<file path="config.mk">
export PLATFORM = sky130hd
export DESIGN_NAME = cla_seq_adder
export DESIGN_NICKNAME = d
export VERILOG_FILES = /design/src/rtl/cla_seq_adder.sv
export SDC_FILE = /design/constraint.sdc
export NUM_CORES = 1
export LEC_CHECK = 0
export BUFFER_PORTS_ARGS = -buffer_cell sky130_fd_sc_hd__buf_2
export CORE_ASPECT_RATIO = 0.8
export CORE_MARGIN = 2
export CORE_UTILIZATION = 54
export DETAILED_ROUTE_END_ITERATION = 8
export PLACE_DENSITY = 0.86
export SYNTH_ARGS = -nofsm -noshare
export SYNTH_HDL_FRONTEND = slang
export SYNTH_SLANG_ARGS = --single-unit
</file>
<file path="constraint.sdc">
create_clock -name clk -period 9.9 [get_ports clk]
set_clock_uncertainty 0.2 [all_clocks]
set_input_delay 1.98 -clock clk [delete_from_list [all_inputs] [get_ports clk]]
set_output_delay 1.98 -clock clk [all_outputs]
set_load 0.01 [all_outputs]
</file>
<file path="src/rtl/cla_seq_adder.sv">
// ============================================================================
//  Module      : cla_seq_adder (with helper Cla_16)
//  Description : Multi-cycle 16*WORDS-bit adder that time-shares a single
//                16-bit carry-lookahead slice, least-significant chunk first,
//                behind a start/done handshake.
//                Optional macro CLA_SEQ_SUB_EN enables subtract via i_op_sub.
//  Revision    : 1.0 - initial release
// ============================================================================
`default_nettype none

// 16-bit two-level carry-lookahead slice (4 groups of 4 bits).
module Cla_16 (
    input  logic [15:0] i_x,
    input  logic [15:0] i_y,
    input  logic        i_c0,
    output logic [15:0] o_s,
    output logic        o_c16,
    output logic        o_g,
    output logic        o_p
);
    logic [15:0] w_g;
    logic [15:0] w_p;
    logic [15:0] w_c;
    logic [3:0]  w_gg;
    logic [3:0]  w_pg;
    logic [3:0]  w_cg;

    assign w_g = i_x & i_y;
    assign w_p = i_x ^ i_y;

    // Group generate/propagate and in-group carries from the group carry-in
    for (genvar k = 0; k < 4; k++) begin : g_grp
        assign w_gg[k] = w_g[4*k+3]
                       | (w_p[4*k+3] & w_g[4*k+2])
                       | (w_p[4*k+3] & w_p[4*k+2] & w_g[4*k+1])
                       | (w_p[4*k+3] & w_p[4*k+2] & w_p[4*k+1] & w_g[4*k]);
        assign w_pg[k] = &w_p[4*k +: 4];

        assign w_c[4*k]   = w_cg[k];
        assign w_c[4*k+1] = w_g[4*k] | (w_p[4*k] & w_cg[k]);
        assign w_c[4*k+2] = w_g[4*k+1]
                          | (w_p[4*k+1] & w_g[4*k])
                          | (w_p[4*k+1] & w_p[4*k] & w_cg[k]);
        assign w_c[4*k+3] = w_g[4*k+2]
                          | (w_p[4*k+2] & w_g[4*k+1])
                          | (w_p[4*k+2] & w_p[4*k+1] & w_g[4*k])
                          | (w_p[4*k+2] & w_p[4*k+1] & w_p[4*k] & w_cg[k]);
    end

    // Second-level lookahead across the four groups
    assign w_cg[0] = i_c0;
    assign w_cg[1] = w_gg[0] | (w_pg[0] & i_c0);
    assign w_cg[2] = w_gg[1] | (w_pg[1] & w_gg[0]) | (w_pg[1] & w_pg[0] & i_c0);
    assign w_cg[3] = w_gg[2] | (w_pg[2] & w_gg[1]) | (w_pg[2] & w_pg[1] & w_gg[0])
                   | (w_pg[2] & w_pg[1] & w_pg[0] & i_c0);

    assign o_g   = w_gg[3] | (w_pg[3] & w_gg[2]) | (w_pg[3] & w_pg[2] & w_gg[1])
                 | (w_pg[3] & w_pg[2] & w_pg[1] & w_gg[0]);
    assign o_p   = &w_pg;
    assign o_c16 = o_g | (o_p & i_c0);
    assign o_s   = w_p ^ w_c;
endmodule

module cla_seq_adder #(
    parameter  int WORDS = 4,
    localparam int W     = 16 * WORDS
) (
    input  logic         clk,
    input  logic         rst,
    input  logic         i_start,
    input  logic [W-1:0] i_a,
    input  logic [W-1:0] i_b,
    input  logic         i_cin,
    input  logic         i_op_sub,
    output logic         o_busy,
    output logic         o_done,
    output logic [W-1:0] o_sum,
    output logic         o_cout,
    output logic         o_ovf
);
    localparam int                 c_IDX_W = (WORDS > 1) ? $clog2(WORDS) : 1;
    localparam logic [c_IDX_W-1:0] c_LAST  = c_IDX_W'(WORDS - 1);

    typedef enum logic [1:0] {
        S_IDLE = 2'd0,
        S_RUN  = 2'd1,
        S_DONE = 2'd2
    } state_t;

    state_t              r_state;
    logic [c_IDX_W-1:0]  r_idx;
    logic                r_carry;
    logic [W-1:0]        r_a;
    logic [W-1:0]        r_b;
    logic [W-1:0]        r_sum;
    logic                r_busy;
    logic                r_done;
    logic                r_cout;
    logic                r_ovf;

    logic [15:0]         w_x;
    logic [15:0]         w_y;
    logic [15:0]         w_s;
    logic                w_c16;
    logic                w_g_unused;
    logic                w_p_unused;
    logic                w_sub;

`ifdef CLA_SEQ_SUB_EN
    assign w_sub = i_op_sub;
`else
    // Subtract support is compiled out; the port is kept for a stable interface.
    logic w_op_sub_unused;
    assign w_op_sub_unused = i_op_sub;
    assign w_sub           = 1'b0;
`endif

    // Current chunk of each operand; B is already inverted when subtracting
    assign w_x = r_a[{r_idx, 4'b0000} +: 16];
    assign w_y = r_b[{r_idx, 4'b0000} +: 16];

    Cla_16 u_cla (
        .i_x   (w_x),
        .i_y   (w_y),
        .i_c0  (r_carry),
        .o_s   (w_s),
        .o_c16 (w_c16),
        .o_g   (w_g_unused),
        .o_p   (w_p_unused)
    );

    // Controller: accept in IDLE, one chunk per cycle in RUN, one-cycle DONE
    always_ff @(posedge clk or posedge rst) begin
        if (rst) begin
            r_state <= S_IDLE;
            r_idx   <= '0;
            r_carry <= 1'b0;
            r_a     <= '0;
            r_b     <= '0;
            r_sum   <= '0;
            r_busy  <= 1'b0;
            r_done  <= 1'b0;
            r_cout  <= 1'b0;
            r_ovf   <= 1'b0;
        end else begin
            case (r_state)
                S_IDLE: begin
                    if (i_start) begin
                        r_a     <= i_a;
                        r_b     <= w_sub ? ~i_b : i_b;
                        r_carry <= w_sub ? 1'b1 : i_cin;
                        r_idx   <= '0;
                        r_busy  <= 1'b1;
                        r_state <= S_RUN;
                    end
                end
                S_RUN: begin
                    r_sum[{r_idx, 4'b0000} +: 16] <= w_s;
                    r_carry <= w_c16;
                    if (r_idx == c_LAST) begin
                        r_cout  <= w_c16;
                        r_ovf   <= (r_a[W-1] == r_b[W-1]) && (w_s[15] != r_a[W-1]);
                        r_busy  <= 1'b0;
                        r_done  <= 1'b1;
                        r_state <= S_DONE;
                    end else begin
                        r_idx <= r_idx + 1'b1;
                    end
                end
                S_DONE: begin
                    r_done  <= 1'b0;
                    r_state <= S_IDLE;
                end
                default: begin
                    r_busy  <= 1'b0;
                    r_done  <= 1'b0;
                    r_state <= S_IDLE;
                end
            endcase
        end
    end

    assign o_busy = r_busy;
    assign o_done = r_done;
    assign o_sum  = r_sum;
    assign o_cout = r_cout;
    assign o_ovf  = r_ovf;
endmodule

`default_nettype wire
</file>
==> results of run 1 <==
[logic make-up (layout without fill, tap and decap cells)]
logic type / Yosys count / count (layout) / synth area share
buffers and inverters: 41 / 249 / 0.0193
multiplexers: 162 / 162 / 0.245
adder cells (fa/ha/maj): 26 / 26 / 0.0398
AO/OA/AOI/OAI: 102 / 102 / 0.0851
AND/OR/NAND/NOR: 73 / 73 / 0.0386
other: 0 / 1 / 0
flip-flops: 201 / 201 / 0.563
XOR/XNOR: 10 / 10 / 0.00980
[synthesized netlist by cell type (all sizes together), types with 2 or more instances]
cell type / number
a21o: 6
nor2: 17
or3: 4
o21ai: 31
nand3: 6
nand2b: 3
a22o: 44
ha: 22
buf: 15
and3: 2
clkbuf: 16
nand2: 34
xnor2: 7
inv: 10
mux2: 129
mux4: 32
o21a: 2
dfrtp: 201
xor2: 3
fa: 4
o21bai: 3
a211oi: 3
a21oi: 7
[layout make-up]
type / count / area, um2 / share of cell area
tap: 220 / 275 / 0.0255
sequential: 201 / 5030 / 0.466
multi-input combinational: 373 / 3740 / 0.346
clock buffer: 29 / 574 / 0.0532
timing repair buffer: 205 / 1040 / 0.0964
inverter: 10 / 45.0 / 0.00417
clock inverter: 5 / 86.3 / 0.00800
antenna: 1 / 2.50 / 0.000232
[power by group]
| group | leakage, nW | internal (mW) | switching, mW | total, mW |
|---|---|---|---|---|
| clock | 0.324 | 0.455 | 0.305 | 0.761 |
| sequential | 2.49 | 1.20 | 0.242 | 1.45 |
| combinational | 2.28 | 1.05 | 1.33 | 2.38 |
[sequential cells by signal, indices dropped and copies added (netlist names)]
| signal | cells |
|---|---|
| r_a | 64 |
| r_carry | 1 |
| r_state | 2 |
| r_b | 64 |
| o_ovf | 1 |
| o_cout | 1 |
| r_idx | 2 |
| o_busy | 1 |
| o_done | 1 |
| o_sum | 64 |
[layer usage]
metal  up-vias  GRT usage  wire length, um
met4         6     0.0399              286
met1      3006      0.336             9040
li1       2665          -                -
met5         -          0               36
met3        29     0.0709             1820
met2       229      0.384             9580
[worst paths after layout]
kind                                               to  slack [ns]  depth (start not counted)                 start
worst min register to register     o_busy$_DFFE_PP0P_        0.28                          1    o_busy$_DFFE_PP0P_
worst max register to register  o_sum[25]$_DFFE_PP0P_        5.05                         10  r_idx[0]$_DFFE_PP0P_
worst min-delay path               o_busy$_DFFE_PP0P_        0.28                          1    o_busy$_DFFE_PP0P_
worst max-delay path            o_sum[25]$_DFFE_PP0P_        5.05                         10  r_idx[0]$_DFFE_PP0P_
min in group asynchronous       o_sum[16]$_DFFE_PP0P_        1.43                          2                   rst
max in group asynchronous         r_b[52]$_DFFE_PP0P_        6.45                          3                   rst
[layout by cell type (no fill, tap or decap), drive strengths merged, types with 2 or more instances in the layout]
cell    instances
buf           205
dfrtp         201
mux2          129
a22o           44
nand2          34
mux4           32
o21ai          31
clkbuf         29
ha             22
nor2           17
inv            10
a21oi           7
xnor2           7
nand3           6
a21o            6
fa              4
or3             4
a211oi          3
nand2b          3
o21bai          3
xor2            3
clkinv          3
o21a            2
and3            2
bufinv          2
[stage by stage]
step	hold WS (ns)	cell area (um2)	std cells
2_1_floorplan	0.275	8940	615
3_3_place_gp	0.261	10100	1009
3_5_place_dp	0.266	10100	1009
4_1_cts	0.280	10800	1043
5_1_grt	0.308	10800	1043
6_report	0.282	10800	1044
==> results_dict.tcl, run 1 <==
set metrics [dict create \
    fp.dieH_um 119 \
    drtIter0Drc 238 \
    synth_edf_count 0 \
    synth.distinct_cells 42 \
    synthCells 615 \
    yosysSeqAreaShare 0.563 \
    clk_pin_slew_ns 0.06 \
    hold_buffers 0 \
    ios 201 \
    globalRouteTotalUtil 0.240 \
    cts-htree-levels 1 \
    die-area_um2 17600 \
    start_util 0.545 \
    finalCritPeriodShare 0.490 \
    worst_pin_slew_ns 1.04 \
    port-buffer-count 199 \
    cts_resized 0 \
    fmax_ghz 0.206 \
    crit_path_max_fanout 25 \
    wl_per_cell_um 19.9 \
    cts_tree "done" \
    postCtsSetupRepairBufs 0 \
    rows 42 \
    place_congestion 0.765 \
    cts_buffers 20 \
    slowest_stage "dfrtp_2" \
    clockBufferDepth 3 \
    clk_latency_ns 0.50 \
    die_w_um 148 \
    vias 5935 \
    ys_ff_latch 201 \
    grt_pass1_wl_mm 33.0 \
    slew_violations 0 \
    hold_path_class "flip-flop to flip-flop" \
    yosysTopAreaCell "dfrtp_1" \
    hold_viol 0 \
    slew_headroom 0.307 \
    syn2layout_area_growth_pct 20.8 \
    yosysWarnings 0 \
    worstPathRequired_ns 10.01 \
    drv_cap 0 \
    final_util 0.659 \
    powerDensity_nw_per_um2 425 \
    post-place-ws_ns 5.11 \
    p_leak_nw 5.09 \
    path_class "flip-flop to flip-flop" \
    crit_family "compound AO/OA/AOI/OAI gates" \
    hpwl_mm 14.9 \
    yosys-top-cells-area "dfrtp_1 (56%), mux2_2 (16%), mux4_2 (8.1%), a22o_1 (4.3%), ha_1 (3.1%)" \
    drive_gt1_frac 0.497 \
    path_buf_inv 2 \
    antenna_found_initial 4 \
    peakVddDrop_uv 201 \
    fin_ws_ns 5.05 \
    grt_max_degree 119 \
    period_needed_ns 4.85 \
    p_total_mw 4.59 \
    status "complete, no violations" \
    yosysTopAreaCellShare 0.563 \
    core_um2 16400 \
    path_cells "buf_4 > mux4_2 > ha_1 > a211oi_1 > o21ai_2 > a21oi_1 > inv_1 > fa_1 > xnor2_1 > o21ai_0" \
    slowest_delay_ns 0.69 \
    rsz0062_at_grt "no" \
    vias_per_cell 5.68 \
    final_nets 970 \
    synth_ff_type "dfrtp_1" \
    setup-tns-final_ns 0 \
    synth_nets 774 \
    cts.sinks 201 \
    drc 0 \
    arrival_ns 4.97 \
    overflow 0 \
    syn_avg_cell_area_um2 14.5 \
    synth_area_um2 8940 \
    antenna_left 0 \
    drt_first_pass_iters 4 \
    cts-root-buf "clkbuf_16" \
    wl_mm 20.8 \
    grt_pass1_vias 6192 \
    startpoint_type "flip-flop" \
    setup_viol 0 \
    end_kind "flip-flop" \
    async_flop_share 1.00 \
    fillers 1223 \
]
(Power assumes the default switching activity.)
==> run 2, diff against run 1 <==
--- a/config.mk
+++ b/config.mk
@@ -8,9 +8,9 @@
 export BUFFER_PORTS_ARGS = -buffer_cell sky130_fd_sc_hd__buf_2
 export CORE_ASPECT_RATIO = 0.8
 export CORE_MARGIN = 2
-export CORE_UTILIZATION = 54
+export CORE_UTILIZATION = 49
 export DETAILED_ROUTE_END_ITERATION = 8
-export PLACE_DENSITY = 0.86
+export PLACE_DENSITY = 0.82
 export SYNTH_ARGS = -nofsm -noshare
 export SYNTH_HDL_FRONTEND = slang
 export SYNTH_SLANG_ARGS = --single-unit
==> constraint.sdc (replaced) <==
create_clock -name clk -period 4.1 [get_ports clk]
set_clock_uncertainty 0.2 [all_clocks]
set_input_delay 0.82 -clock clk [delete_from_list [all_inputs] [get_ports clk]]
set_output_delay 0.82 -clock clk [all_outputs]
set_load 0.01 [all_outputs]
==> results_dict.tcl, run 2 (same netlist as run 1, synthesis figures left out) <==
set metrics [dict create \
    switchingPower_mw 4.61 \
    ios 201 \
    grt_pass1_wl_mm 33.2 \
    p_leak_nw 5.18 \
    startpoint "r_idx[0]$_DFFE_PP0P_" \
    startpoint_type "flip-flop" \
    cts_resized 0 \
    cts_buffers 20 \
    final_nets 981 \
    globalRouteTotalUtil 0.217 \
    peakVddDrop_uv 499 \
    antenna_left 0 \
    drt_first_pass_iters 5 \
    start_util 0.497 \
    place_congestion 0.787 \
    wl_mm 20.6 \
    vias 5926 \
    slew_violations 0 \
    multi_input_area_um2 3740 \
    fmax_ghz 0.264 \
    finalCritPeriodShare 0.923 \
    stdcell_area_um2 11000 \
    port-buffer-count 199 \
    worst_pin_slew_ns 1.04 \
    rr_endpoint "o_sum[37]$_DFFE_PP0P_" \
    cts_tree "done" \
    drv_cap 0 \
    die_w_um 155 \
    final_util 0.613 \
    die-area_um2 19300 \
    place_area_um2 10400 \
    syn2layout_area_growth_pct 23.4 \
    holdWs_ns 0.279 \
    fillers 1372 \
    grt_max_degree 59 \
    setup_viol 0 \
    p_total_mw 11.4 \
    end_kind "flip-flop" \
    overflow 0 \
    fp.dieH_um 125 \
    rsz0062_at_grt "no" \
    internal_power_mw 6.79 \
    reg2regPathDepth 10 \
    p_comb_frac 0.535 \
    clkPwrFrac 0.164 \
    arrival_ns 3.92 \
    drive_gt1_frac 0.503 \
    reg2reg_slack_ns 0.31 \
    postCtsSetupRepairBufs 0 \
    layout_common_cells "buf_2 (199), dfrtp_1 (199), mux2_2 (128), a22o_1 (44), nand2_1 (34)" \
    rr_startpoint "r_idx[0]$_DFFE_PP0P_" \
    grt_pass1_vias 6080 \
    cts-htree-levels 1 \
    hold_buffers 0 \
    critPathCapture "o_sum[37]$_DFFE_PP0P_" \
    hpwl_mm 15.2 \
    clk_pin_slew_ns 0.06 \
    clk_latency_ns 0.48 \
    clockBufferDepth 3 \
    setup-tns-final_ns 0 \
    drtIter0Drc 291 \
    path_class "flip-flop to flip-flop" \
    regArea_um2 5030 \
    core_um2 18000 \
    power_frac_seq 0.302 \
    vias_per_cell 5.56 \
    crit_path_max_fanout 21 \
    swShare 0.405 \
    status "complete, no violations" \
    powerDensity_nw_per_um2 1030 \
    hold_viol 0 \
    wl_per_cell_um 19.4 \
    hold_path_class "flip-flop to flip-flop" \
    cts-root-buf "clkbuf_16" \
    period_needed_ns 3.79 \
    slew_headroom 0.303 \
    drc 0 \
    worstPathRequired_ns 4.24 \
    cts.sinks 201 \
    antenna_found_initial 0 \
    rows 44 \
]
[run 2: cell count changes in the layout (fill, tap and decap cells not counted), sizes merged]
cell      change
clkbuf        +2
clkinvlp      +1
buf          +11
clkinv        -1
inv           -1
[run 2: area by class of cell]
class                      instances  share of cell area
tap                              230              0.0261
clock inverter                     4             0.00635
timing repair buffer             216               0.113
multi-input combinational        373               0.339
sequential                       201               0.456
clock buffer                      31              0.0547
inverter                          10             0.00374
antenna                            1            0.000227
[run 2: metal layers]
layer,share of wire,wire [um],vias up,global-route usage
met4,0.014,287,0,0.0370
met3,0.087,1790,20,0.0647
met1,0.45,9300,2991,0.313
met5,0,0,-,0
li1,-,-,2690,-
met2,0.45,9270,225,0.334
[run 2: worst max-delay path: stages, from the launching register on]
cell	delay, ns
dfrtp_2	0.41
buf_12	0.22
mux4_2	0.57
ha_1	0.33
a211oi_1	0.47
nor2_1	0.14
o21ai_0	0.16
nand2b_1	0.09
fa_1	0.39
xnor2_1	0.47
o21ai_0	0.19
[run 2: worst min-delay path by stage]
stage	start	end	depth (start not counted)	slack [ns]
CTS	o_ovf$_DFFE_PP0P_	o_ovf$_DFFE_PP0P_	2	0.28
floorplan	r_a[32]$_DFFE_PP0P_	r_a[32]$_DFFE_PP0P_	1	0.28
finish	o_ovf$_DFFE_PP0P_	o_ovf$_DFFE_PP0P_	2	0.28
global placement	o_sum[21]$_DFFE_PP0P_	o_sum[21]$_DFFE_PP0P_	2	0.26
detailed placement	o_ovf$_DFFE_PP0P_	o_ovf$_DFFE_PP0P_	2	0.27
global route	o_busy$_DFFE_PP0P_	o_busy$_DFFE_PP0P_	1	0.30
[run 2: power groups by stage]
stage                     sequential, mW  combinational [mW]  clock (mW)
after floorplan                     3.39                4.11           0
after global placement              3.41                5.95           0
after detailed placement            3.46                6.11           0
after CTS                           3.43                6.14        1.91
after global routing                3.55                6.66        1.99
final                               3.44                6.10        1.87
[run 2: per-stage QoR]
stage                     cells  setup slack [ns]
after floorplan             615             0.236
after global placement     1030             0.448
after detailed placement   1030             0.393
after CTS                  1065             0.363
after global routing       1065             0.102
final                      1066             0.315
